$ cat config.mk
export PLATFORM = sky130hd
export DESIGN_NAME = check_message_fsm
export DESIGN_NICKNAME = d
export VERILOG_FILES = /design/src/rtl/check_message_fsm.sv
export SDC_FILE = /design/constraint.sdc
export NUM_CORES = 1
export LEC_CHECK = 0
export BUFFER_PORTS_ARGS = -buffer_cell sky130_fd_sc_hd__buf_4
export CORE_ASPECT_RATIO = 0.6
export CORE_MARGIN = 1.5
export CORE_UTILIZATION = 34
export CTS_BUF_LIST = sky130_fd_sc_hd__clkbuf_4
export CTS_CLUSTER_SIZE = 40
export DETAILED_ROUTE_END_ITERATION = 16
export PLACE_DENSITY = 0.59
export SLEW_MARGIN = 10
export SYNTH_ARGS = -nofsm -noshare
export SYNTH_HDL_FRONTEND = slang
export SYNTH_SLANG_ARGS = --single-unit
$ cat constraint.sdc
create_clock -name clk -period 4.45 [get_ports clk]
set_input_delay 0.445 -clock clk [delete_from_list [all_inputs] [get_ports clk]]
set_output_delay 0.445 -clock clk [all_outputs]
set_load 0.02 [all_outputs]
$ cat src/rtl/check_message_fsm.sv
// Scans every byte of the decrypted message in d_ram and decides whether it is plausible
// plaintext (lowercase letters or space), stopping at the first rejected byte.
module check_message_fsm #(
    parameter int data_width = 8,
    parameter int addr_width = 5
) (
    input  logic                  clk,
    input  logic                  rst,
    input  logic                  check_message_start,
    output logic                  check_message_finish,
    output logic                  message_valid,
    output logic [addr_width-1:0] first_bad_addr,
    output logic                  d_ram_access_request,
    input  logic                  d_ram_access_granted,
    output logic [addr_width-1:0] d_ram_addr,
    input  logic [data_width-1:0] d_ram_q
);

    localparam logic [2:0] S_IDLE    = 3'd0;
    localparam logic [2:0] S_REQUEST = 3'd1;
    localparam logic [2:0] S_READ    = 3'd2;
    localparam logic [2:0] S_WAIT    = 3'd3;
    localparam logic [2:0] S_CHECK   = 3'd4;
    localparam logic [2:0] S_FINISH  = 3'd5;

    localparam logic [addr_width-1:0] K_LAST = '1;

    logic [2:0]            r_state;
    logic [addr_width-1:0] r_k;
    logic                  r_message_valid;
    logic [addr_width-1:0] r_first_bad_addr;
    logic                  w_hi_zero;
    logic                  w_byte_ok;

    function automatic logic is_plain_char(input logic [7:0] b);
        return (b == 8'h20) || ((b >= 8'h61) && (b <= 8'h7A));
    endfunction

    // Anything above the low byte must be clear for the word to count as a character.
    if (data_width > 8) begin : g_wide
        assign w_hi_zero = ~|d_ram_q[data_width-1:8];
    end else begin : g_narrow
        assign w_hi_zero = 1'b1;
    end

    assign w_byte_ok = w_hi_zero && is_plain_char(d_ram_q[7:0]);

    always_ff @(posedge clk) begin
        if (rst) begin
            r_state          <= S_IDLE;
            r_k              <= '0;
            r_message_valid  <= 1'b0;
            r_first_bad_addr <= '0;
        end else begin
            case (r_state)
                S_IDLE: begin
                    if (check_message_start) begin
                        r_state          <= S_REQUEST;
                        r_message_valid  <= 1'b0;
                        r_first_bad_addr <= '0;
                    end
                end
                S_REQUEST: begin
                    if (d_ram_access_granted) begin
                        r_state <= S_READ;
                        r_k     <= '0;
                    end
                end
                S_READ:  r_state <= S_WAIT;
                S_WAIT:  r_state <= S_CHECK;
                S_CHECK: begin
                    // Last-byte test precedes the increment so k never wraps.
                    if (!w_byte_ok) begin
                        r_message_valid  <= 1'b0;
                        r_first_bad_addr <= r_k;
                        r_state          <= S_FINISH;
                    end else if (r_k == K_LAST) begin
                        r_message_valid <= 1'b1;
                        r_state         <= S_FINISH;
                    end else begin
                        r_k     <= r_k + 1'b1;
                        r_state <= S_READ;
                    end
                end
                S_FINISH: begin
                    if (!check_message_start) begin
                        r_state <= S_IDLE;
                    end
                end
                default: r_state <= S_IDLE;
            endcase
        end
    end

    assign check_message_finish = (r_state == S_FINISH);
    assign d_ram_access_request = (r_state == S_REQUEST) || (r_state == S_READ) ||
                                  (r_state == S_WAIT)    || (r_state == S_CHECK);
    assign d_ram_addr           = r_k;
    assign message_valid        = r_message_valid;
    assign first_bad_addr       = r_first_bad_addr;

endmodule

# Yosys cells after proc, flatten, opt, wreduce, memory -nomap -nowiden
# Index checks and enable logic that the tools add are counted.
[word_totals] regBits=14 out_inout_bits=13 memories=0 romBits=0 latchBits=0 word_cells=50 mem_bits_rw=0
[op_classes] n_reduce_logical=12 div_mod_pow=0 n_mux=17 n_addsub=1 n_mul=0 n_lt_le_gt_ge=2 n_shift=0 bitwise_logic=0 n_eq_ne=14
[op_table] cell="5-bit 2-to-1 mux" n=5
[op_table] cell="5-bit one-hot mux with 2 select lines" n=2
[op_table] cell="3-bit one-hot mux with 6 select lines" n=1
[op_table] cell="3-bit 2-to-1 mux" n=5
[op_table] cell="2-bit != test, second input constant" n=6
[op_table] cell="3-bit AND reduction" n=3
[op_table] cell="8-bit by 6-bit equality test with 1-bit output, second input constant" n=1
[op_table] cell="8-bit by 7-bit greater-or-equal comparator with 1-bit output, second input constant" n=1
[op_table] cell="8-bit by 7-bit <= comparator with 1-bit output, second input constant" n=1
[op_table] cell="3-bit by 2-bit equality test with 1-bit output, second input constant" n=2
[op_table] cell="3-bit equality test, second input constant" n=2
[op_table] cell="5-bit by 1-bit adder with 5-bit output, second input constant" n=1
[op_table] cell="5-bit equality test, second input constant" n=1
[op_table] cell="1-bit logical OR" n=4
[op_table] cell="4-bit AND reduction" n=1
[op_table] cell="2-bit nonzero test" n=2
[op_table] cell="3-bit by 1-bit equality test with 1-bit output, second input constant" n=1
[op_table] cell="3-bit zero test" n=1
[op_table] cell="1-bit 2-to-1 mux" n=3
[op_table] cell="3-bit != test, second input constant" n=1
[op_table] cell="1-bit one-hot mux with 2 select lines" n=1
[op_table] cell="1-bit logical AND" n=1

# Logic depth before layout (Yosys ltp)
[logic_depth] depth_word=5 depth_mapped=7 depth_no_buf=7

# Worst setup path after synthesis
# OpenSTA, ideal clock, no wires.
[synth_path] path_kind="register to register" startpoint="reg r_k[0], in the netlist d_ram_addr[0]" endpoint="reg r_k[0], in the netlist d_ram_addr[0]" stages_incl_launch_ff=8 path_buffers=0 setup_slack_ns=2.434 synth_period_minus_slack_ns=2.016 arrival_ns=1.937 cell_sequence="dfxtp_1 > ha_1 > and3_1 > ha_1 > nor3b_1 > o21ai_1 > or4_1 > o211ai_1"
[synth_between] elab_chain_cells=4
[synth_lines] item="start: declaration" line="29" source="logic [addr_width-1:0] r_k;"
[synth_lines] item="start signal: assignment" line="81" source="r_k <= r_k + 1'b1;"
[synth_lines] item="5-bit by 1-bit adder with 5-bit output" line="81"
[synth_lines] item="5-bit 2-to-1 mux" line="77" source="end else if (r_k == K_LAST) begin"
[synth_lines] item="5-bit 2-to-1 mux" line="73" source="if (!w_byte_ok) begin"
[synth_lines] item="5-bit one-hot mux with 2 select lines" line="55" source="case (r_state)"
# Parallel ways exist; a longest one is shown, timed or not. The select of a mux whose other input is x is not followed.
# A chain may end at the register's enable or synchronous reset.

# Final worst setup path
# Same ends and word-level chain as after synthesis.

==> out/qor.json <==
{
  "slowest_delay": {"value": 0.47, "unit": "ns"},
  "cp_max_fo": {"value": 8},
  "finalSetupViolCount": {"value": 0},
  "cp_cell_sequence": {"value": "ha_1 > and3_1 > ha_1 > nor3b_1 > o21ai_1 > or4_1 > o211ai_1"},
  "worst_ep_arrival_time": {"value": 2.38, "unit": "ns"},
  "cts_tree": {"value": "built"},
  "rsz0062_at_grt": {"value": "false"},
  "post_synth_inst_count": {"value": 118},
  "insertedDiodeCount": {"value": 0},
  "post_route_cells_drive_above_1_share": {"value": 21.32, "unit": "%"},
  "post_synth_main_area_contributors": {"value": "sky130_fd_sc_hd__dfxtp_1 (30%), sky130_fd_sc_hd__nand3_1 (7.0%), sky130_fd_sc_hd__nand2_1 (4.1%)"},
  "floorplan.rows": {"value": 14},
  "tns": {"value": 0, "unit": "ns"},
  "synth_simple_gate_area_share": {"value": 30.35, "unit": "%"},
  "filler_cell_count": {"value": 263},
  "placement.cell_area": {"value": 1097, "unit": "um2"},
  "detailed_placement_wirelength_estimate": {"value": 1747, "unit": "um"},
  "register_area": {"value": 280.3, "unit": "um2"},
  "die-height": {"value": 43.37, "unit": "um"},
  "outcome": {"value": "complete, no violations"},
  "hold_depth": {"value": 2},
  "finalHoldViolCount": {"value": 0},
  "worstReg2RegEnd": {"value": "d_ram_addr[0]$_SDFFE_PP0P_"},
  "dp_slack": {"value": 2.158, "unit": "ns"},
  "coreArea": {"value": 2540, "unit": "um2"},
  "rr_startpoint": {"value": "d_ram_addr[0]$_SDFFE_PP0P_"},
  "total_leakage_power": {"value": 0.4404, "unit": "nW"},
  "timing.final.crit_share": {"value": 48.68, "unit": "%"},
  "synth-xor-area-share": {"value": 0.9485, "unit": "%"},
  "syn_nets": {"value": 132},
  "detail_route.wl_per_cell": {"value": 14.05, "unit": "um"},
  "crit_path_end_kind": {"value": "register"},
  "cts-buffers-inserted": {"value": 3},
  "synth.yosys.seq_area_share": {"value": 30.35, "unit": "%"},
  "ir_drop": {"value": 0.00007887, "unit": "V"},
  "worst_path_most_repeated_cell": {"value": "sky130_fd_sc_hd__ha_1"},
  "power.density_cell_area": {"value": 227.9, "unit": "nW/um2"},
  "synthesis.area_per_instance": {"value": 7.825, "unit": "um2"},
  "worst-r2r-setup-slack": {"value": 2.28, "unit": "ns"},
  "design.die.area": {"value": 3048, "unit": "um2"},
  "drt_drc_violations_left": {"value": 0},
  "worst_path_max_delay_cell": {"value": "sky130_fd_sc_hd__or4_1"},
  "worst_pin_slew": {"value": 1.045, "unit": "ns"},
  "finalNonFillerCells": {"value": 168},
  "number_of_clock_sinks": {"value": 14},
  "synth_area_in_compound_gates": {"value": 27.10, "unit": "%"},
  "antenna_found_initial": {"value": 0},
  "dr.pass1.iters": {"value": 6},
  "reg2reg_depth": {"value": 7},
  "ys.warnings.count": {"value": 0},
  "critPathKind": {"value": "reg2reg"},
  "post_cts.repair.setup_buffers": {"value": 0},
  "vias": {"value": 994},
  "synth_flop_cell": {"value": "sky130_fd_sc_hd__dfxtp_1"},
  "post_synthesis_adder_cell_area_fraction": {"value": 2.710, "unit": "%"},
  "detailed_route_iter0_violations": {"value": 65},
  "startpoint_type": {"value": "register"},
  "hold_buffers": {"value": 0},
  "globalRouteTotalUtil": {"value": 16.78, "unit": "%"},
  "hold_class": {"value": "in2reg"},
  "first_global_vias": {"value": 870},
  "synth-edff-count": {"value": 0},
  "yosysUniqueCellTypes": {"value": 42},
  "finish.net_count": {"value": 151},
  "worst_path_dominant_cell_family": {"value": "simple AND/OR/NAND/NOR gates"},
  "post_synthesis_async_set_or_reset_flop_share": {"value": 0, "unit": "%"},
  "placed_cells_incl_taps": {"value": 164},
  "gp_routability_congestion": {"value": 0.8233},
  "grt-ovfl-total": {"value": 0},
  "shortest_period_the_worst_path_allows": {"value": 2.166, "unit": "ns"},
  "post-route-worst-setup-slack": {"value": 2.284, "unit": "ns"},
  "start_util": {"value": 36.35, "unit": "%"},
  "cap_viol_max_count": {"value": 0},
  "ioPinCount": {"value": 25},
  "die-width": {"value": 70.28, "unit": "um"},
  "cts.root.buffer_cell": {"value": "sky130_fd_sc_hd__clkbuf_4"},
  "synth_top_area_cell": {"value": "sky130_fd_sc_hd__dfxtp_1"},
  "timing.max_slew.rel_slack": {"value": 29.83, "unit": "%"},
  "syn-cell-area": {"value": 923.4, "unit": "um2"},
  "cts-htree-levels": {"value": 1},
  "slew_violations": {"value": 0},
  "finalInstanceArea": {"value": 1124, "unit": "um2"},
  "ctsResizeCount": {"value": 0},
  "clk_latency": {"value": 0.29, "unit": "ns"},
  "grt_pass1_wl": {"value": 4064, "unit": "um"},
  "port_buffers": {"value": 24},
  "hold_start": {"value": "rst"},
  "largest_family_of_logic_cells_by_synthesized_area": {"value": "simple AND/OR/NAND/NOR gates"},
  "synth_top_area_share": {"value": 30.35, "unit": "%"},
  "cts.reportedPaths.clkPinSlew": {"value": 0.09, "unit": "ns"},
  "finalWirelength": {"value": 2360, "unit": "um"},
  "clock_path_buffers": {"value": 2},
  "yosys_register_bits": {"value": 14},
  "viasPerCell": {"value": 5.917},
  "antenna_left": {"value": 0},
  "multi_input_comb_area": {"value": 574.3, "unit": "um2"},
  "area_growth": {"value": 21.68, "unit": "%"},
  "muxShareOfSynthArea": {"value": 1.084, "unit": "%"},
  "timing.hold.worst_endpoint": {"value": "message_valid$_SDFFE_PP0P_"},
  "clock_skews": {"value": 0.0006871, "unit": "ns"},
  "timing.fmax": {"value": 0.4616, "unit": "GHz"},
  "maximum_number_of_pins_on_one_net_before_global_route_repair": {"value": 21},
  "timing.critical_path.buf_inv": {"value": 0},
  "worst_ep_required_time": {"value": 4.67, "unit": "ns"}
}
==> cells in the mapped netlist (3+ instances only) <==
| master | instances |
|---|---|
| sky130_fd_sc_hd__clkbuf_1 | 7 |
| sky130_fd_sc_hd__o2111ai_1 | 3 |
| sky130_fd_sc_hd__nor3b_1 | 3 |
| sky130_fd_sc_hd__inv_1 | 6 |
| sky130_fd_sc_hd__nand3_1 | 13 |
| sky130_fd_sc_hd__nor2_1 | 6 |
| sky130_fd_sc_hd__or4_1 | 3 |
| sky130_fd_sc_hd__a21oi_1 | 4 |
| sky130_fd_sc_hd__dfxtp_1 | 14 |
| sky130_fd_sc_hd__nor3_1 | 4 |
| sky130_fd_sc_hd__nand2_1 | 10 |
| sky130_fd_sc_hd__o21ai_0 | 3 |
| sky130_fd_sc_hd__o221ai_1 | 4 |
==> power by group <==
part / internal, mW / switching (mW)
logic: 0.0188 / 0.0283
clock network: 0.0326 / 0.0445
registers: 0.127 / 0.00504
==> layout by cell type, fill, tap and decap left out, types with 3 or more instances in the layout <==
| cell type | n |
|---|---|
| sky130_fd_sc_hd__a21oi_1 | 4 |
| sky130_fd_sc_hd__buf_4 | 24 |
| sky130_fd_sc_hd__clkbuf_4 | 3 |
| sky130_fd_sc_hd__dfxtp_1 | 14 |
| sky130_fd_sc_hd__inv_1 | 6 |
| sky130_fd_sc_hd__nand2_1 | 10 |
| sky130_fd_sc_hd__nand3_1 | 13 |
| sky130_fd_sc_hd__nor2_1 | 6 |
| sky130_fd_sc_hd__nor3_1 | 4 |
| sky130_fd_sc_hd__nor3b_1 | 3 |
| sky130_fd_sc_hd__o2111ai_1 | 3 |
| sky130_fd_sc_hd__o21ai_0 | 3 |
| sky130_fd_sc_hd__o221ai_1 | 4 |
| sky130_fd_sc_hd__or4_1 | 3 |
==> routing by layer <==
metal  wire, um  vias to the layer above  GRT usage [%]
met5          0                        -              0
met4          9                        0          2.308
met3        207                        2          5.814
met2        988                       47          24.72
met1       1154                      455          24.43
li1           -                      490              -
==> per-stage QoR <==
step	hold slack [ns]	util, %	power, mW
floorplan	0.5096	-	0.1641
global placement	0.5147	43.20	0.1805
detailed placement	0.5286	43.20	0.1812
CTS	0.3519	44.24	0.2572
global route	0.3399	44.24	0.2704
finish	0.3532	44.24	0.2561
==> sequential cells by signal (all words and copies together), names as in the netlist <==
signal and flops:
first_bad_addr 5, message_valid 1, d_ram_addr 5, r_state 3
==> how the worst max path moves through the flow <==
| stage | from | to | depth (start not counted) |
|---|---|---|---|
| after floorplan | d_ram_addr[0]$_SDFFE_PP0P_ | d_ram_addr[0]$_SDFFE_PP0P_ | 7 |
| after global placement | d_ram_q[2] | r_state[0]$_SDFFE_PP0P_ | 5 |
| after detailed placement | d_ram_q[2] | r_state[0]$_SDFFE_PP0P_ | 5 |
| after CTS | d_ram_addr[0]$_SDFFE_PP0P_ | d_ram_addr[0]$_SDFFE_PP0P_ | 7 |
| after global routing | d_ram_addr[0]$_SDFFE_PP0P_ | d_ram_addr[0]$_SDFFE_PP0P_ | 7 |
| final | d_ram_addr[0]$_SDFFE_PP0P_ | d_ram_addr[0]$_SDFFE_PP0P_ | 7 |
==> worst register-to-register path, cell delays in order, from the launching register on <==
cell and delay, ns:
sky130_fd_sc_hd__dfxtp_1 0.36, sky130_fd_sc_hd__ha_1 0.24, sky130_fd_sc_hd__and3_1 0.20, sky130_fd_sc_hd__ha_1 0.25, sky130_fd_sc_hd__nor3b_1 0.21, sky130_fd_sc_hd__o21ai_1 0.21, sky130_fd_sc_hd__or4_1 0.47, sky130_fd_sc_hd__o211ai_1 0.16
==> kinds of logic after synthesis <==
logic type,after synthesis
xor gates and xnor gates,1
AOI/OAI and AO/OA,32
DFF,14
and+or+nand+nor,52
muxes,1
adders and majority gates,2
buffers and inverters,16
==> area by class of cell <==
cell class                 instances  share of cell area, %
inverter                           6                  2.004
clock buffer                       3                  2.004
multi-input combinational         88                  51.11
sequential                        14                  24.94
timing repair buffer              24                  16.04
tap                               32                  3.563
clock inverter                     1                 0.3341
Power figures use the tool's default switching activity.
